[src/rtl/block_scan_counter.sv]
// block_scan_counter
//   Start/done controlled coordinate sequencer for the image-compression
//   datapath. Emits one (x, y) pixel coordinate per accepted valid/ready beat,
//   either as a full-frame raster or as BLK x BLK tiles (raster inside each
//   tile, tiles in raster order).
//
//   State table
//     state  | meaning
//     -------+-----------------------------------------------------------
//     IDLE   | waiting for start; outputs quiet, counters cleared
//     RUN    | presenting coordinates, advancing on each accepted beat
//     DONE   | one cycle after the final beat; done pulses, busy still high
//
// Ports
//   clk        in   clock, rising edge
//   rst        in   asynchronous reset, active low
//   start      in   begin a frame scan (IDLE only)
//   mode       in   0 = raster, 1 = block-tiled; latched on accepted start
//   abort      in   synchronous cancel of the running scan
//   out_ready  in   consumer ready
//   out_valid  out  coordinate valid
//   x, y       out  pixel column / row, COORD_W bits each
//   blk_last   out  last pixel of a tile (block mode only)
//   frame_last out  last pixel of the frame
//   busy       out  high in RUN and DONE
//   done       out  one-cycle pulse after the final beat is accepted

module block_scan_counter #(
  parameter int COORD_W = 10,
  parameter int IMG_W   = 64,
  parameter int IMG_H   = 64,
  parameter int BLK     = 8
) (
  input  logic               clk,
  input  logic               rst,
  input  logic               start,
  input  logic               mode,
  input  logic               abort,
  input  logic               out_ready,
  output logic               out_valid,
  output logic [COORD_W-1:0] x,
  output logic [COORD_W-1:0] y,
  output logic               blk_last,
  output logic               frame_last,
  output logic               busy,
  output logic               done
);

  localparam int PW  = $clog2(BLK);
  localparam int NBX = IMG_W / BLK;
  localparam int NBY = IMG_H / BLK;
  localparam int BXW = (NBX > 1) ? $clog2(NBX) : 1;
  localparam int BYW = (NBY > 1) ? $clog2(NBY) : 1;

  localparam logic [PW-1:0]  P_MAX  = PW'(BLK - 1);
  localparam logic [BXW-1:0] BX_MAX = BXW'(NBX - 1);
  localparam logic [BYW-1:0] BY_MAX = BYW'(NBY - 1);

  typedef enum logic [1:0] {
    S_IDLE = 2'd0,
    S_RUN  = 2'd1,
    S_DONE = 2'd2
  } state_t;

  state_t         state;
  logic           mode_q;
  logic [PW-1:0]  px;
  logic [PW-1:0]  py;
  logic [BXW-1:0] bx;
  logic [BYW-1:0] by;

  logic [PW-1:0]  px_n;
  logic [PW-1:0]  py_n;
  logic [BXW-1:0] bx_n;
  logic [BYW-1:0] by_n;
  logic           blk_last_n;
  logic           frame_last_n;

  // The same four counters serve both orders: raster carries px -> bx -> py
  // -> by, block mode carries px -> py -> bx -> by. The tile counters are the
  // upper bits of the coordinate, so x = {bx, px} and y = {by, py}.
  always_comb begin
    px_n = px;
    py_n = py;
    bx_n = bx;
    by_n = by;
    if (px != P_MAX) begin
      px_n = px + 1'b1;
    end else begin
      px_n = '0;
      if (mode_q) begin
        if (py != P_MAX) begin
          py_n = py + 1'b1;
        end else begin
          py_n = '0;
          if (bx != BX_MAX) begin
            bx_n = bx + 1'b1;
          end else begin
            bx_n = '0;
            if (by != BY_MAX) by_n = by + 1'b1;
          end
        end
      end else begin
        if (bx != BX_MAX) begin
          bx_n = bx + 1'b1;
        end else begin
          bx_n = '0;
          if (py != P_MAX) begin
            py_n = py + 1'b1;
          end else begin
            py_n = '0;
            if (by != BY_MAX) by_n = by + 1'b1;
          end
        end
      end
    end
    blk_last_n   = mode_q && (px_n == P_MAX) && (py_n == P_MAX);
    frame_last_n = (px_n == P_MAX) && (py_n == P_MAX) &&
                   (bx_n == BX_MAX) && (by_n == BY_MAX);
  end

  logic [BXW+PW-1:0] x_cat;
  logic [BYW+PW-1:0] y_cat;

  assign x_cat = {bx, px};
  assign y_cat = {by, py};
  assign x     = COORD_W'(x_cat);
  assign y     = COORD_W'(y_cat);

  always_ff @(posedge clk or negedge rst) begin
    if (!rst) begin
      state      <= S_IDLE;
      mode_q     <= 1'b0;
      px         <= '0;
      py         <= '0;
      bx         <= '0;
      by         <= '0;
      out_valid  <= 1'b0;
      blk_last   <= 1'b0;
      frame_last <= 1'b0;
      busy       <= 1'b0;
      done       <= 1'b0;
    end else begin
      done <= 1'b0;
      case (state)
        S_IDLE: begin
          if (start) begin
            mode_q     <= mode;
            px         <= '0;
            py         <= '0;
            bx         <= '0;
            by         <= '0;
            out_valid  <= 1'b1;
            blk_last   <= 1'b0;
            frame_last <= 1'b0;
            busy       <= 1'b1;
            state      <= S_RUN;
          end
        end

        S_RUN: begin
          // abort outranks a beat accepted on the same edge, including the
          // final one, so an aborted scan never produces done.
          if (abort) begin
            px         <= '0;
            py         <= '0;
            bx         <= '0;
            by         <= '0;
            out_valid  <= 1'b0;
            blk_last   <= 1'b0;
            frame_last <= 1'b0;
            busy       <= 1'b0;
            state      <= S_IDLE;
          end else if (out_ready) begin
            if (frame_last) begin
              // Clearing here keeps x/y/flags at zero through DONE and IDLE.
              px         <= '0;
              py         <= '0;
              bx         <= '0;
              by         <= '0;
              out_valid  <= 1'b0;
              blk_last   <= 1'b0;
              frame_last <= 1'b0;
              done       <= 1'b1;
              state      <= S_DONE;
            end else begin
              px         <= px_n;
              py         <= py_n;
              bx         <= bx_n;
              by         <= by_n;
              blk_last   <= blk_last_n;
              frame_last <= frame_last_n;
            end
          end
        end

        S_DONE: begin
          busy  <= 1'b0;
          state <= S_IDLE;
        end

        default: begin
          out_valid <= 1'b0;
          busy      <= 1'b0;
          state     <= S_IDLE;
        end
      endcase
    end
  end

endmodule

[config.mk]
export PLATFORM = sky130hd
export DESIGN_NAME = block_scan_counter
export DESIGN_NICKNAME = d
export VERILOG_FILES = /design/src/rtl/block_scan_counter.sv
export SDC_FILE = /design/constraint.sdc
export NUM_CORES = 1
export LEC_CHECK = 0
export BUFFER_PORTS_ARGS = -buffer_cell sky130_fd_sc_hd__buf_2
export CORE_UTILIZATION = 50
export DETAILED_ROUTE_END_ITERATION = 8
export PLACE_DENSITY = 0.77
export SLEW_MARGIN = 15
export SYNTH_ARGS = -nofsm -noshare
export SYNTH_HDL_FRONTEND = slang
export SYNTH_SLANG_ARGS = --single-unit
[constraint.sdc]
create_clock -name clk -period 2.2 [get_ports clk]
set_input_delay 0.22 -clock clk [delete_from_list [all_inputs] [get_ports clk]]
set_output_delay 0.22 -clock clk [all_outputs]
set_load 0.1 [all_outputs]
-- Word level (Yosys, flattened, before mapping)
Cells that the tools add are included.
- word-level logic and storage cells: 100
- input bits: 6
- register bits after elaboration: 20
- output and inout port bits: 25
- equal/unequal tests: 14
- reductions and logical operators: 12
- mux-type cells: 58
- bitwise operators: 1
- add/sub/neg operators: 4
- operator list (cell ; count):
    $mux 3 ; 29
    $pmux 3 s2 ; 4
    $ne 3x3->1 const B ; 6
    $mux 1 ; 16
    $add 3x1->3 const B ; 4
    $eq 3x3->1 const B ; 4
    $mux 2 ; 4
    $pmux 1 s2 ; 3
    $reduce_and 3->1 ; 2
    $logic_and 1x1->1 ; 5
    $ne 2x2->1 const B ; 2
    $pmux 2 s2 ; 1
    $reduce_and 2->1 ; 2
    $reduce_and 4->1 ; 1
    $pmux 1 s3 ; 1
    $eq 2x1->1 const B ; 1
    $eq 2x2->1 const B ; 1
    $logic_not 2->1 ; 1
    $reduce_bool 2->1 ; 1
    $not 1->1 ; 1

-- Logic depth before layout (Yosys ltp)
Gate-level depths: netlist (run 1).
- depth in word-level cells: 13
- gate-level depth with buffers: 6
- gate-level depth less buffers: 6

-- Least setup slack after synthesis (run 1)
Ideal clock, no wire load.
- path kind: register -> register
- start: register px[1]
- end: register frame_last
- setup time: 0.104 ns
- path buffers: 0
- arrival: 2.255 ns
- required time: 2.096 ns
- cell stages (with the launch flop): 7
- path slack: -0.158 ns
- clock period less this slack: 2.358 ns
- cell sequence: dfrtp_1 > ha_1 > ha_1 > nand3_1 > a21oi_1 > mux2_2 > o41ai_2
- cells in the longest elaborated chain, start to end: 10
- elaborated cells on any way between the ends: 17
- classes of those cells: add/sub: 1; eq/ne: 5; mux: 8; reduce/logical: 3
- RTL lines (item ; RTL line ; source):
    start: declaration ; 67 ; logic [PW-1:0] px;
    start signal: assignment ; 187 ; px <= px_n;
    $add 3x1->3 or $ne 3x3->1 (tied branches) ; 88, 87 ;
    $mux 3 ; 87 ; if (px != P_MAX) begin
    $eq 3x3->1 ; 118 ; frame_last_n = (px_n == P_MAX) && (py_n == P_MAX) &&
    $logic_and 1x1->1 (2 in a row) ; 118 ;
    $logic_and 1x1->1 * ; 119 ; (bx_n == BX_MAX) && (by_n == BY_MAX);
    $mux 1 * ; 175 ; if (frame_last) begin
    $mux 1 * ; 174 ; end else if (out_ready) begin
    $mux 1 * ; 164 ; if (abort) begin
    $pmux 1 s2 * ; 145 ; case (state)
    end signal: assignment ; 192 ; frame_last <= frame_last_n;
    end: declaration ; 44 ; output logic frame_last,
Mark *: on every way between the ends. The rest lies on a longest branch, timed or not. The select of a mux whose other input is x is not followed.
A chain may end at the register's enable or synchronous reset.

-- Worst setup path in the final report (run 1)
- start: register state[1]
- end: register px[0]
- cells in the longest elaborated chain, start to end: 3
- elaborated cells on any way between the ends: 7
- classes of those cells: eq/ne: 3; mux: 1; reduce/logical: 3
- RTL lines (item ; RTL line ; source):
    start: declaration ; 65 ; state_t state;
    start signal: assignment ; 132 ; state <= S_IDLE;
    start signal: assignment ; 157 ; state <= S_RUN;
    start signal: assignment ; 173 ; state <= S_IDLE;
    $eq 2x1->1 or $logic_not 2->1 (tied branches) ; 145 ;
    $ne 3x3->1 (no source line), or another cell as far along ; -- ;
    $reduce_and 3->1 (no source line) ; -- ;
Several ways; a longest one is shown, not always the timed one.

==> impl_metrics.json, run 1 <==
{
  "die_h_um": 49.1,
  "clock-skew-final_ns": 0.00572,
  "cts_buffers": 3,
  "drt-total-wl_um": 2100,
  "first_iter_violations": 10,
  "worstPathArrival_ns": 2.14,
  "syn_avg_cell_area_um2": 10.4,
  "synth-compound-area-share": 0.188,
  "clock-sinks": 20,
  "setup_tns_ns": 0,
  "vias": 880,
  "antenna_found_initial": 0,
  "grt_max_degree": 21,
  "regArea_um2": 510,
  "fin_crit_sh": 0.869,
  "drv_cap": 0,
  "powerDensity_nw_per_um2": 622,
  "io_pins": 31,
  "clock.fmax_ghz": 0.523,
  "layout.cells.non_filler": 161,
  "rsz0062_at_grt": "false",
  "hold_path_class": "in2reg",
  "synth.distinct_cells": 31,
  "syn_area_um2": 1110,
  "multiInputGateArea_um2": 552,
  "placementRows": 16,
  "leakagePower_nw": 0.651,
  "ff2ff_setup_slack_ns": 0.29,
  "crit_type": "reg2reg",
  "drive_above_1_share": 0.321,
  "final_cell_mix": "22 x buf_2, 12 x dfrtp_1",
  "htreeDepth": 1,
  "dp.cells": 156,
  "cts_setup_buffers": 0,
  "cts_tree": "built",
  "reg2reg_from": "state[1]",
  "fp.dieW_um": 49.1,
  "timing.rr.end": "px[0]",
  "grt_pass1_wl_um": 3470,
  "synthSimpleGateAreaFrac": 0.162,
  "synth_mux_area_frac": 0.0293,
  "crit_start": "state[1]",
  "status": "finished, final reports clean",
  "synth_top_family_by_area": "compound AO/OA/AOI/OAI gates",
  "fillers": 177,
  "synth_fa_ha_area_frac": 0.0902,
  "ys_seq_elements": 20,
  "rr_worst_depth": 4,
  "dp_hpwl_um": 1620,
  "clk_latency_ns": 0.30,
  "ys_seq_area_frac": 0.451,
  "min_period_ns": 1.91,
  "wl_per_cell_um": 13.0,
  "holdWs_ns": 0.136,
  "drcViolationCount": 0,
  "synthCells": 107,
  "synth_edf_count": 0,
  "final_max_slew_viol_count": 0,
  "max-clock-path-buffers": 2,
  "ir_drop_uv": 502,
  "core-area_um2": 2020,
  "ant_nets": 0,
  "crit_fanout": 7,
  "nets": 149,
  "synth-xor-area-share": 0,
  "dr.pass1.iters": 4,
  "die_area_um2": 2410,
  "final_common_cell": "buf_2",
  "grt_pass1_vias": 830,
  "path_clk_slew_ns": 0.10,
  "synthArstFlopShare": 1.00,
  "cp-end-kind": "register",
  "port_buffers": 22,
  "gp_congestion": 0.764,
  "crit_end": "px[0]",
  "ys.flop_type": "dfrtp_1",
  "num_antenna_cells": 0,
  "worstSetupStartpointType": "register",
  "grt.total_usage": 0.188,
  "hold_violations": 0,
  "yosys_warnings": 0,
  "grt_remaining_overflow": 0,
  "start_util": 0.549,
  "area_growth_syn_to_layout_pct": 15.9,
  "vias_per_cell": 5.47,
  "crit_required_ns": 2.43,
  "root_buffer": "clkbuf_4",
  "setup_violations": 0
}
==> registers in the layout, summed over array words and instances (netlist names) <==
name and cells:
blk_last 1, out_valid 1, bx 3, state 2, done 1, by 3, mode_q 1, px 3
frame_last 1, busy 1, py 3
==> layout make-up <==
| type | instances | share of cell area |
|---|---|---|
| timing repair buffer | 25 | 0.105 |
| tap | 27 | 0.0263 |
| inverter | 5 | 0.0146 |
| multi-input combinational | 80 | 0.429 |
| clock buffer | 4 | 0.0282 |
| sequential | 20 | 0.397 |
==> worst min-delay path by stage <==
stage                           to  start  cells after the start  slack, ns
after floorplan           blk_last    rst                      0      -0.08
after global placement       bx[2]    rst                      1       0.19
after detailed placement     bx[2]    rst                      1       0.18
after CTS                   mode_q   mode                      3       0.13
after global routing        mode_q   mode                      3       0.12
final                       mode_q   mode                      3       0.14
==> power breakdown <==
part           switching, mW  internal [mW]  total (mW)  leakage (nW)
clock network          0.107          0.101       0.208        0.0210
logic                  0.165         0.0338       0.199         0.374
registers             0.0128          0.381       0.394         0.256
total                  0.285          0.516       0.801         0.651
==> worst max-delay path, cell delays in order, from the launching register on <==
cell	delay [ns]
dfrtp_1	0.46
or3b_4	0.44
or3b_1	0.51
or3_1	0.37
o21ai_2	0.06
==> metal layers <==
layer | part of all wire | GRT usage | vias up
met5 | 0 | 0 | -
met4 | 0.0057 | 0.0441 | 0
met3 | 0.050 | 0.0623 | 2
met2 | 0.51 | 0.354 | 29
met1 | 0.43 | 0.199 | 425
li1 | - | - | 424
==> cell families (layout without fill, tap and decap cells) <==
family                   Yosys count  after routing
flip-flops                        20             20
buffers and inverters             14             34
AND/OR/NAND/NOR                   33             33
AO/OA/AOI/OAI                     28             28
other                              1              8
multiplexers                       3              3
adder cells (fa/ha/maj)            8              8
==> timing repair <==
| action | CTS | global route |
|---|---|---|
| resized for setup | 0 | 0 |
| hold buffers | 1 | 0 |
| hold endpoints to repair | 20 | 0 |
==> Yosys cell counts, types with 2 or more instances <==
cell / count / area (um^2)
a21o_1: 2 / 15.0
a21oi_1: 4 / 20.0
a22o_1: 7 / 61.3
and2_1: 2 / 12.5
buf_4: 8 / 60.1
dfrtp_1: 20 / 500
ha_1: 8 / 100
inv_1: 5 / 18.8
mux2_2: 2 / 22.5
nand2_1: 8 / 30.0
nand2b_1: 2 / 12.5
nand3_1: 4 / 20.0
nor2_1: 6 / 22.5
nor3b_1: 4 / 30.0
o21a_1: 2 / 15.0
o21ai_0: 5 / 25.0
o21ai_2: 3 / 26.3
or3_1: 2 / 12.5
==> through the flow <==
step	worst slack (ns)	power [mW]	util	area, um^2
2_1_floorplan	0.00858	0.571	-	1150
3_3_place_gp	0.366	0.597	0.613	1240
3_5_place_dp	0.326	0.599	0.613	1240
4_1_cts	0.299	0.810	0.636	1290
5_1_grt	0.230	0.837	0.636	1290
6_report	0.288	0.801	0.636	1290
Power figures use the tool's default switching activity.
==> inputs of run 2 (changes only) <==
SETUP_SLACK_MARGIN = 0.5   (was not set)
==> run 2 against run 1 <==
  * Count of clock-buffer cells in the layout stayed put
  * Sequential share of layout area shrank 5.3 points
  * Fmax up 7.2%
  * Global-route usage rose by 2.4 points
  * Clock power barely moved
  * Worst hold slack worse by 0.00098 ns
  * First-iteration DRC count unchanged
  * Register-to-register slack improved by 0.13 ns
  * Combinational power increased by 13%
  * Via count is 5.9% higher
==> impl_metrics.json, run 2 (synthesized netlist as in run 1, its figures left out) <==
{
  "cp-end-kind": "register",
  "port_buffers": 22,
  "powerDensity_nw_per_um2": 530,
  "drcViolationCount": 0,
  "cp_top_family": "compound AO/OA/AOI/OAI gates",
  "crit_required_ns": 2.39,
  "worstSetupStartpointType": "register",
  "wl_per_cell_um": 13.7,
  "die_h_um": 49.1,
  "drive_above_1_share": 0.520,
  "setup_violations": 0,
  "path_clk_slew_ns": 0.11,
  "crit_buf_inv": 0,
  "leakagePower_nw": 0.714,
  "grt_pass1_vias": 951,
  "num_antenna_cells": 0,
  "cp_slowest_cell": "dfrtp_4",
  "grt_remaining_overflow": 0,
  "dpl-instance-area_um2": 1350,
  "nets": 163,
  "clk_latency_ns": 0.29,
  "clock-sinks": 20,
  "critical_path.max_stage_delay_ns": 0.51,
  "fin_area_um2": 1560,
  "first_iter_violations": 10,
  "grt.total_usage": 0.212,
  "antenna_found_initial": 0,
  "core-area_um2": 2020,
  "worstPathArrival_ns": 1.97,
  "placementRows": 16,
  "fp.dieW_um": 49.1,
  "dp_hpwl_um": 1640,
  "cts_buffers": 3,
  "ir_drop_uv": 467,
  "vias": 932,
  "gp_congestion": 0.761,
  "min_period_ns": 1.78,
  "vias_per_cell": 5.33,
  "area_growth_syn_to_layout_pct": 40.5,
  "final_cell_mix": "22 x buf_2, 14 x buf_4, 8 x nand2_1, 8 x conb_1, 8 x dfrtp_4",
  "fin_crit_sh": 0.810,
  "drt-total-wl_um": 2400,
  "root_buffer": "clkbuf_4",
  "status": "finished, final reports clean",
  "final_max_slew_viol_count": 0,
  "dr.pass1.iters": 4,
  "ant_nets": 0,
  "start_util": 0.549,
  "clock.fmax_ghz": 0.561,
  "final_common_cell": "buf_2",
  "cts_tree": "built",
  "drv_cap": 0,
  "hold_path_class": "in2reg",
  "rsz0062_at_grt": "true",
  "hold_violations": 0,
  "crit_fanout": 3,
  "cpMostUsedCell": "ha_4",
  "setup_tns_ns": 0,
  "io_pins": 31,
  "die_area_um2": 2410,
  "max-clock-path-buffers": 2,
  "path_cells": "ha_4 -> ha_4 -> o21a_1 -> nand4b_1 -> a21o_1 -> o41ai_2",
  "grt_pass1_wl_um": 3960,
  "htreeDepth": 1,
  "crit_type": "reg2reg",
  "clock-skew-final_ns": 0.00537,
  "grt_max_degree": 21
}
run 2: layout make-up:
cell class | instances | area, um^2
clock buffers | 4 | 36.3
fillers | 139 | 463
inverters | 5 | 18.8
multi-input cells | 80 | 686
flip-flops and latches | 20 | 537
well taps | 27 | 33.8
repair buffers | 39 | 248
run 2: path summary, 6_finish.rpt:
| path | depth (start not counted) | startpoint | slack, ns | end |
|---|---|---|---|---|
| worst min-delay path | 3 | mode | 0.14 | mode_q |
| worst max register to register | 6 | bx[1] | 0.42 | frame_last |
| worst min register to register | 2 | blk_last | 0.54 | blk_last |
| worst max-delay path | 6 | bx[1] | 0.42 | frame_last |
| min in group asynchronous | 2 | rst | 0.39 | py[1] |
| max in group asynchronous | 2 | rst | 1.46 | bx[1] |
run 2: repair_timing:
item / CTS / global route
resized for setup: 6 / 8
hold endpoints to repair: 20 / 0
gates cloned: 0 / 0
setup buffers: 13 / 1
pin swaps: 6 / 6
hold buffers: 1 / 0
setup endpoints to repair: 12 / 12
run 2: stage by stage:
stage / instances / hold WS (ns) / utilization / worst slack [ns] / total power [mW]
final: 175 / 0.135 / 0.771 / 0.417 / 0.825
after global routing: 175 / 0.166 / 0.771 / 0.363 / 0.861
after CTS: 174 / 0.129 / 0.751 / 0.469 / 0.822
after detailed placement: 156 / 0.192 / 0.668 / 0.315 / 0.603
after global placement: 156 / 0.189 / 0.668 / 0.367 / 0.600
after floorplan: 114 / -0.0756 / - / 0.317 / 0.575
run 2: metal layers:
layer	global-route usage	up-vias	wire, um	share of wire
met5	0	-	0	0
met4	0.0588	0	56	0.023
met3	0.0280	6	80	0.033
met2	0.386	28	1220	0.51
met1	0.259	446	1050	0.44
li1	-	452	-	-
run 2: tightest hold or removal path, cell delays in order:
cell	delay, ns
buf_2	0.08
nand2_1	0.04
o21ai_0	0.06
run 2: power breakdown:
part	internal, mW	total, mW	switching (mW)
combinational	0.0479	0.224	0.176
clock	0.101	0.208	0.108
sequential	0.382	0.393	0.0109
total	0.531	0.825	0.295
==> inputs of run 3 (changes only) <==
CORE_UTILIZATION = 46   (was 50)
PLACE_DENSITY = 0.75   (was 0.77)
clock period = 1.6 ns   (was 2.2 ns; I/O delays follow)
==> run 3 against run 2 <==
  * The run now ends with setup timing left
  * Fmax rose by 0.55%
  * Design area rose by 24%
  * Sequential share of layout area fell by 6.8 points
  * Clock skew fell by 0.0032 ns
  * Final cell count rose by 5.7%
  * Power rose by 44%
  * First-iteration DRC count rose by 100%
  * Count of clock-buffer cells in the layout fell by 1
  * Worst setup slack got worse by 0.59 ns
  * Utilization rose by 9.6 points
  * Critical path type unchanged
  * Highest routed layer unchanged
==> impl_metrics.json, run 3 (synthesized netlist as in run 1, its figures left out) <==
{
  "crit_start": "state[1]",
  "drv_cap": 0,
  "worstSetupStartpointType": "register",
  "ff2ff_setup_slack_ns": -0.17,
  "failed_checks": "setup timing",
  "wl_per_cell_um": 18.7,
  "htreeDepth": 1,
  "grt_pass1_vias": 1105,
  "drt-total-wl_um": 3460,
  "vias_per_cell": 5.76,
  "max-clock-path-buffers": 2,
  "worstHoldStart": "out_ready",
  "clk_latency_ns": 0.30,
  "root_buffer": "clkbuf_4",
  "drive_above_1_share": 0.586,
  "min_period_ns": 1.77,
  "reg2reg_from": "state[1]",
  "start_util": 0.497,
  "port_buffers": 22,
  "grt_max_degree": 21,
  "setup_tns_ns": -1.39,
  "critical_path.max_stage_delay_ns": 0.42,
  "nets": 173,
  "p_total_mw": 1.19,
  "cts_buffers": 3,
  "vias": 1066,
  "crit_fanout": 4,
  "path_clk_slew_ns": 0.11,
  "hold_path_class": "in2reg",
  "cp_slowest_cell": "or3b_4",
  "powerDensity_nw_per_um2": 614,
  "core-area_um2": 2230,
  "area_growth_syn_to_layout_pct": 74.5,
  "placementRows": 17,
  "final_cell_mix": "16 x buf_6, 14 x buf_12, 12 x buf_4",
  "gp_congestion": 0.872,
  "rr_worst_depth": 5,
  "first_iter_violations": 20,
  "rsz0062_at_grt": "true",
  "cpMostUsedCell": "or3b_4",
  "crit_required_ns": 1.83,
  "setup_violations": 12,
  "ant_nets": 0,
  "dp_hpwl_um": 2040,
  "grt_remaining_overflow": 0,
  "die_area_um2": 2610,
  "cts_tree": "built",
  "grt.total_usage": 0.265,
  "grt_pass1_wl_um": 4950,
  "clock.fmax_ghz": 0.564,
  "fp.dieW_um": 51.1,
  "dr.pass1.iters": 4,
  "fillers": 114,
  "hold_violations": 0,
  "path_cells": "or3b_4 -> or3b_4 -> buf_6 -> o21ai_4 -> a22o_1",
  "num_antenna_cells": 0,
  "io_pins": 31,
  "worstPathArrival_ns": 2.00,
  "leakagePower_nw": 0.833,
  "clock-sinks": 20,
  "drcViolationCount": 0,
  "crit_type": "reg2reg",
  "final_max_slew_viol_count": 0,
  "final_common_cell": "buf_6",
  "die_h_um": 51.1,
  "timing.rr.end": "py[1]",
  "crit_end": "py[1]",
  "cp-end-kind": "register",
  "ir_drop_uv": 757,
  "fin_ws_ns": -0.173,
  "clock-skew-final_ns": 0.00214,
  "fin_crit_sh": 1.11,
  "antenna_found_initial": 0,
  "status": "finished with violations"
}
==> run 3: cell types whose count changed in the layout (fill, tap and decap cells not counted), sizes merged <==
cell	previous run	this run
buf	38	48
clkbuf	4	3
==> run 3: final cells by class <==
class | instances | area, um^2 | area share
Clock buffer | 3 | 22.5 | 0.0116
Inverter | 5 | 18.8 | 0.00969
Sequential cell | 20 | 536 | 0.276
Multi-Input combinational cell | 80 | 724 | 0.374
Tap cell | 28 | 35.0 | 0.0181
Timing Repair Buffer | 49 | 601 | 0.310
==> run 3: routing by layer <==
layer,wire [um],track usage,part of all wire,vias up
met4,157,0.144,0.045,0
met3,139,0.0536,0.040,14
met1,1290,0.274,0.37,539
met2,1870,0.491,0.54,43
li1,-,-,-,470
met5,0,0,0,-
==> run 3: per-stage QoR <==
step | worst slack [ns] | area, um^2 | hold WS (ns) | util | std cells
2_1_floorplan | -0.283 | 1260 | -0.136 | - | 114
3_3_place_gp | -0.0991 | 1470 | 0.122 | 0.660 | 173
3_5_place_dp | -0.205 | 1470 | 0.133 | 0.660 | 173
4_1_cts | -0.137 | 1810 | 0.0540 | 0.812 | 178
5_1_grt | -0.209 | 1940 | 0.157 | 0.867 | 185
6_report | -0.173 | 1940 | 0.155 | 0.867 | 185
==> run 3: how the worst min path moves through the flow <==
stage	end	slack (ns)	cells after the start
floorplan	blk_last	-0.14	0
global placement	px[0]	0.12	1
detailed placement	px[0]	0.13	1
CTS	mode_q	0.05	3
global route	mode_q	0.16	3
finish	state[1]	0.15	3
==> run 3: worst max-delay path, delay by kind of cell, from the launching register on <==
family | cells | cell delay [ns]
AO/OA/AOI/OAI | 2 | 0.34
AND/OR/NAND/NOR | 2 | 0.82
buffers and inverters | 1 | 0.15
flip-flops | 1 | 0.39
==> run 3: what timing repair did <==
action                                 in CTS  in global routing
pin swaps                                  11                  6
endpoints found under the hold margin      20                  0
hold buffers                                1                  0
resized for setup                          82                 17
setup endpoints to repair                  31                 34
buffers inserted                            1                  7
==> run 3: where the power goes <==
part	internal, mW	switching [mW]
clock network	0.0878	0.154
registers	0.526	0.0216
logic	0.131	0.269
total	0.745	0.445
